$ cat src/rtl/pong_pkg.sv
// Shared pong definitions: score FSM states, serve encodings and 7-segment masks.
package pong_pkg;

    typedef enum logic {
        ST_PLAY = 1'b0,
        ST_OVER = 1'b1
    } state_t;

    localparam logic [1:0] SERVE_LEFT  = 2'b10;
    localparam logic [1:0] SERVE_RIGHT = 2'b01;

    // Segment masks for digits 0..9, bit order {a,b,c,d,e,f,g}.
    localparam logic [6:0] SEG_MASK [10] = '{
        7'b1111110, 7'b0110000, 7'b1101101, 7'b1111001, 7'b0110011,
        7'b1011011, 7'b1011111, 7'b1110000, 7'b1111111, 7'b1111011
    };

    // Codes above 9 render as an empty digit.
    function automatic logic [6:0] seg_mask(input logic [3:0] d);
        if (d > 4'd9) return 7'd0;
        return SEG_MASK[d];
    endfunction

endpackage

$ cat src/rtl/seg7_digit.sv
// Combinational hit test of one pixel against a 7-segment digit drawn in a box.
module seg7_digit
    import pong_pkg::*;
#(
    parameter int DIGIT_SEG_LEN = 16,
    parameter int DIGIT_SEG_W   = 4
) (
    input  logic [9:0] x,
    input  logic [9:0] y,
    input  logic [9:0] ox,
    input  logic [9:0] oy,
    input  logic [3:0] digit,
    input  logic       blank,
    output logic       lit
);
    localparam logic [10:0] L    = 11'(DIGIT_SEG_LEN);
    localparam logic [10:0] L2   = 11'(2 * DIGIT_SEG_LEN);
    localparam logic [10:0] W    = 11'(DIGIT_SEG_W);
    localparam logic [10:0] HW   = 11'(DIGIT_SEG_W / 2);

    logic [10:0] dx, dy;
    logic        in_box, top, bot;
    logic [6:0]  segs;

    // 11-bit subtraction: a pixel left of/above the origin sets bit 10 and misses.
    assign dx = {1'b0, x} - {1'b0, ox};
    assign dy = {1'b0, y} - {1'b0, oy};

    assign in_box = !dx[10] && (dx < L) && !dy[10] && (dy < L2);
    assign top    = dy < L;
    assign bot    = !top;

    // Segment geometry in box-relative coordinates, ordered {a,b,c,d,e,f,g}.
    always_comb begin
        segs    = '0;
        segs[6] = dy < W;
        segs[5] = (dx >= L - W) && top;
        segs[4] = (dx >= L - W) && bot;
        segs[3] = dy >= L2 - W;
        segs[2] = (dx < W) && bot;
        segs[1] = (dx < W) && top;
        segs[0] = (dy >= L - HW) && (dy < L + HW);
    end

    assign lit = in_box && !blank && |(segs & seg_mask(digit));

endmodule

$ cat src/rtl/score_keeper.sv
// Per-player point counting, game-over/serve decisions and score digit rendering.
module score_keeper
    import pong_pkg::*;
#(
    parameter int WIN_SCORE    = 9,
    parameter int P1_DIGIT_X   = 280,
    parameter int P2_DIGIT_X   = 344,
    parameter int DIGIT_Y      = 16,
    parameter int SEG_LEN      = 16,
    parameter int SEG_W        = 4,
    parameter int FLASH_FRAMES = 32
) (
    input  logic       clk,
    input  logic       rst,
    input  logic [9:0] x,
    input  logic [9:0] y,
    input  logic       de,
    input  logic       frame,
    input  logic       p1_point,
    input  logic       p2_point,
    input  logic       new_game,
    output logic [3:0] p1_score,
    output logic [3:0] p2_score,
    output logic [1:0] serve_side,
    output logic       game_over,
    output logic       winner,
    output logic       pix_en
);
    localparam int              FW         = (FLASH_FRAMES > 1) ? $clog2(FLASH_FRAMES) : 1;
    localparam logic [3:0]      WIN        = 4'(WIN_SCORE);
    localparam logic [FW-1:0]   FLASH_LAST = FW'(FLASH_FRAMES - 1);

    state_t        state, state_n;
    logic [3:0]    p1_n, p2_n;
    logic [1:0]    serve_n;
    logic          win_n;
    logic          p1_pend, p2_pend, p1_pend_n, p2_pend_n;
    logic [FW-1:0] fcnt, fcnt_n;
    logic          phase_on, phase_n;
    logic          hit_p1, hit_p2, blank_p1, blank_p2;

    assign game_over = (state == ST_OVER);

    // State register for FSM, scores, pending flags, flash timer and pixel output.
    always_ff @(posedge clk) begin
        if (rst) begin
            state      <= ST_PLAY;
            p1_score   <= '0;
            p2_score   <= '0;
            serve_side <= SERVE_RIGHT;
            winner     <= 1'b0;
            p1_pend    <= 1'b0;
            p2_pend    <= 1'b0;
            fcnt       <= '0;
            phase_on   <= 1'b1;
            pix_en     <= 1'b0;
        end else begin
            state      <= state_n;
            p1_score   <= p1_n;
            p2_score   <= p2_n;
            serve_side <= serve_n;
            winner     <= win_n;
            p1_pend    <= p1_pend_n;
            p2_pend    <= p2_pend_n;
            fcnt       <= fcnt_n;
            phase_on   <= phase_n;
            pix_en     <= de & (hit_p1 | hit_p2);
        end
    end

    // Next-state logic: scores only move on the frame strobe so the digits never tear.
    always_comb begin
        state_n   = state;
        p1_n      = p1_score;
        p2_n      = p2_score;
        serve_n   = serve_side;
        win_n     = winner;
        p1_pend_n = p1_pend | p1_point;
        p2_pend_n = p2_pend | p2_point;
        fcnt_n    = fcnt;
        phase_n   = phase_on;
        case (state)
            ST_PLAY: begin
                if (frame) begin
                    // Pulses coincident with the strobe belong to the next frame.
                    p1_pend_n = p1_point;
                    p2_pend_n = p2_point;
                    if (p1_pend && p1_score != WIN) p1_n = 4'(p1_score + 4'd1);
                    if (p2_pend && p2_score != WIN) p2_n = 4'(p2_score + 4'd1);
                    // Loser serves; a double point hands the serve to p1.
                    if (p1_pend) serve_n = SERVE_RIGHT;
                    if (p2_pend) serve_n = SERVE_LEFT;
                    if (p1_n == WIN) begin
                        state_n = ST_OVER;
                        win_n   = 1'b0;
                    end else if (p2_n == WIN) begin
                        state_n = ST_OVER;
                        win_n   = 1'b1;
                    end
                    if (state_n == ST_OVER) begin
                        p1_pend_n = 1'b0;
                        p2_pend_n = 1'b0;
                    end
                end
            end
            ST_OVER: begin
                p1_pend_n = 1'b0;
                p2_pend_n = 1'b0;
                if (frame) begin
                    if (new_game) begin
                        state_n = ST_PLAY;
                        p1_n    = '0;
                        p2_n    = '0;
                        serve_n = winner ? SERVE_LEFT : SERVE_RIGHT;
                        fcnt_n  = '0;
                        phase_n = 1'b1;
                    end else if (fcnt == FLASH_LAST) begin
                        fcnt_n  = '0;
                        phase_n = !phase_on;
                    end else begin
                        fcnt_n  = fcnt + 1'b1;
                    end
                end
            end
            default: state_n = ST_PLAY;
        endcase
    end

    assign blank_p1 = game_over && !phase_on && !winner;
    assign blank_p2 = game_over && !phase_on &&  winner;

    seg7_digit #(.DIGIT_SEG_LEN(SEG_LEN), .DIGIT_SEG_W(SEG_W)) u_dig_p1 (
        .x(x), .y(y), .ox(10'(P1_DIGIT_X)), .oy(10'(DIGIT_Y)),
        .digit(p1_score), .blank(blank_p1), .lit(hit_p1)
    );

    seg7_digit #(.DIGIT_SEG_LEN(SEG_LEN), .DIGIT_SEG_W(SEG_W)) u_dig_p2 (
        .x(x), .y(y), .ox(10'(P2_DIGIT_X)), .oy(10'(DIGIT_Y)),
        .digit(p2_score), .blank(blank_p2), .lit(hit_p2)
    );

endmodule

$ cat config.mk
export PLATFORM = sky130hd
export DESIGN_NAME = score_keeper
export DESIGN_NICKNAME = d
export VERILOG_FILES = /design/src/rtl/pong_pkg.sv /design/src/rtl/seg7_digit.sv /design/src/rtl/score_keeper.sv
export SDC_FILE = /design/constraint.sdc
export NUM_CORES = 1
export LEC_CHECK = 0
export CAP_MARGIN = 20
export CORE_UTILIZATION = 55
export CTS_CLUSTER_DIAMETER = 100
export DETAILED_ROUTE_END_ITERATION = 12
export PLACE_DENSITY = 0.81
export SYNTH_ARGS = -nofsm -noshare
export SYNTH_HDL_FRONTEND = slang
export SYNTH_HIERARCHICAL = 1
export SYNTH_SLANG_ARGS = --single-unit
$ cat constraint.sdc
create_clock -name clk -period 6.5 [get_ports clk]
set_clock_uncertainty 0.05 [all_clocks]
set_input_delay 1.3 -clock clk [delete_from_list [all_inputs] [get_ports clk]]
set_output_delay 1.3 -clock clk [all_outputs]
set_load 0.01 [all_outputs]
==> results.tsv <==
metric	value	unit
gp weighted congestion	0.893	
sequential element share of the synthesized area	0.106	
initial core utilization	0.577	
max_cap viols	0	
Period Utilization, post-route	0.646	
Syn Std Cell Area	3960	µm²
Initial DRT Pass Iterations	5	
utilization after layout	0.670	
Worst Tran Pin Value	0.828	ns
RR Endpoint	pix_en	
vias in the first global route	3665	
CP max FO	5	
CTS Buf Count	3	
VDD IR max	0.0675	mV
htree depth	1	
Via density	5.68	
crit-path max cell delay	0.60	ns
Mean Syn Cell Area	7.27	µm²
Sink Count	21	
setup violators final	0	
Top cell by count, worst path	o2111ai_2	
Max Fclk	238	MHz
routed vias	4033	
end of the worst hold path	serve_side[0]	
Rows	30	
setup_tns	0	ns
Worst Hold Class	flip-flop to flip-flop	
routed len/inst	13.0	µm
CTS root buffer	clkbuf_8	
Placed Area	4560	µm²
async set-reset flop share out of synthesis	0	
largest net degree at the start of global routing	23	
pwr/cell area	115	nW/µm²
status	completed	
chip width	86.9	µm
post-route ant nets	0	
WP data required	6.64	ns
DRC	0	
fin area	4600	µm²
clock slew at reported path FFs	0.08	ns
initial antenna violation count	0	
post-DP HPWL	7.47	mm
post-synthesis cell type count	71	
hold path start	serve_side[0]	
crit path DAT	4.34	ns
max-slew violation count	0	
Worst Hold Depth	2	
leakage power	1.87	nW
area growth from synthesis to layout	16.3	%
Routed WL	9.23	mm
IO Count	40	
WP buf/inv	1	
R2R depth	12	
crit path kind	input pin to flip-flop	
Die Span Y	86.9	µm
Post-synth EDFFs	0	
CTS Hold Bufs	0	
core area	6870	µm²
Yosys warnings	6	
#FFs+latches synth	21	
reg-to-reg setup timing slack	3.62	ns
cells along the critical path	clkdlybuf4s50_1 > ha_1 > nor2b_2 > o2111ai_2 > a311oi_2 > nor4_1 > o2111ai_2 > nor3b_2 > o211ai_1 > a2111oi_2 > nor2_1 > nor3b_1	
setup bufs post-CTS	0	
Reg-to-Reg Start	p1_score[0]	
clk buf depth	2	
first-pass GRT wire length	15.7	mm
CP Capture Type	flip-flop	
nets@finish	700	
layout cells sized above 1	0.0619	
cts repair resizes	0	
port buffer count	39	
TritonCTS clock tree	done	
Worst-Skew Late Latency	0.27	ns
unrepaired setup endpoints after global routing	false	
CP max stage cell	clkdlybuf4s50_1	
DR iter-0 viols	185	
GRT Util Overall	0.250	
Die Area	7540	µm²
Worst slew margin	0.446	
multi-input logic area	3360	µm²
final hold viol count	0	
Final min period	4.20	ns
fillers	620	
post-synthesis cell count	545	
Reg area	420	µm²
Antenna diodes	0	
Post-synth top flop	dfxtp_1	
CP delay by family, top	compound AO/OA/AOI/OAI gates	
GRT overflow	0	
Critical Path Source Type	input pin	
[synth_stat cells (5+ instances only)]
master     n  area [µm²]
nand2b_1  13        81.3
nor2b_1    6        37.5
inv_1     72         270
a31oi_1    5        31.3
o211ai_1   6        45.0
and2_1     7        43.8
a21oi_1   49         245
o21ai_0   29         145
nor2_1    52         195
ha_1      54         676
a211oi_1   6        45.0
or3_1     11        68.8
nand4_1    8        50.1
nor3_1     6        30.0
dfxtp_1   21         420
clkbuf_1   7        26.3
nand3_1   12        60.1
nand4b_1   8        70.1
and3_1     5        31.3
xor2_1    10        87.6
nand2_1   33         124
mux2i_1    5        50.1
[routing by layer]
metal / track usage / part of all wire / vias to the layer above
met5: 0 / 0 / -
met4: 0.0500 / 0.0073 / 0
met3: 0.0104 / 0.032 / 7
met2: 0.472 / 0.50 / 86
met1: 0.313 / 0.46 / 1862
li1: - / - / 2078
[sequential cells by signal (all words and copies together), names as in the netlist]
name        flops
serve_side      2
p1_score        4
game_over       1
p1_pend         1
p2_pend         1
pix_en          1
phase_on        1
winner          1
p2_score        4
fcnt            5
[final cells by class]
cell class	instances	area share
clock inverters	1	0.00109
repair buffers	39	0.0848
clock buffers	3	0.00897
inverters	72	0.0587
multi-input cells	478	0.729
flip-flops and latches	21	0.0913
well taps	96	0.0261
[per-stage QoR]
stage          power [W]  hold slack (ns)  worst slack [ns]  cells
2_1_floorplan   0.000368            0.404              2.96    583
3_3_place_gp    0.000429            0.408              2.13    706
3_5_place_dp    0.000437            0.421              2.02    706
4_1_cts         0.000524            0.432              2.30    710
5_1_grt         0.000572            0.441              1.91    710
6_report        0.000531            0.428              2.30    710
[worst min-delay path: cells and delay by family (launching register included)]
kind / cells / cell delay [ns]
flip-flops: 1 / 0.32
AO/OA/AOI/OAI: 1 / 0.07
buffers and inverters: 1 / 0.05
[layout by cell type, fill, tap and decap left out, drive strengths merged, types with 7 or more instances in the layout]
cell type      count
conb              40
o211ai             8
ha                54
a211oi             7
nand4              8
nor2              53
a21oi             53
nor2b              8
inv               72
nand3             12
or3               11
clkdlybuf4s50     39
xor2              10
dfxtp             21
and2               7
o21ai             34
nand2b            13
nand4b             8
nand2             35
a2111oi            8
[how the worst max path moves through the flow]
stage / start / end / slack [ns] / cells after the start
2_1_floorplan: y[1] / pix_en / 2.96 / 11
5_1_grt: y[1] / pix_en / 1.91 / 12
4_1_cts: y[1] / pix_en / 2.30 / 12
3_5_place_dp: y[1] / pix_en / 2.02 / 12
6_report: y[1] / pix_en / 2.30 / 12
3_3_place_gp: x[1] / pix_en / 2.13 / 12
[power breakdown]
part	total [W]	switching [W]	internal, W
sequential	0.000143	0.00000987	0.000133
combinational	0.000300	0.000170	0.000131
clock	0.0000884	0.0000455	0.0000429
total	0.000531	0.000225	0.000306
[logic make-up after synthesis]
family | after synthesis | synth area share
and+or+nand+nor | 188 | 0.255
AOI/OAI and AO/OA | 173 | 0.319
buffers and inverters | 84 | 0.0821
adders and majority gates | 58 | 0.191
DFF | 21 | 0.106
xor gates and xnor gates | 12 | 0.0265
muxes | 7 | 0.0183
other | 2 | 0.00190
Note: power is estimated with default switching activity, not from simulation.
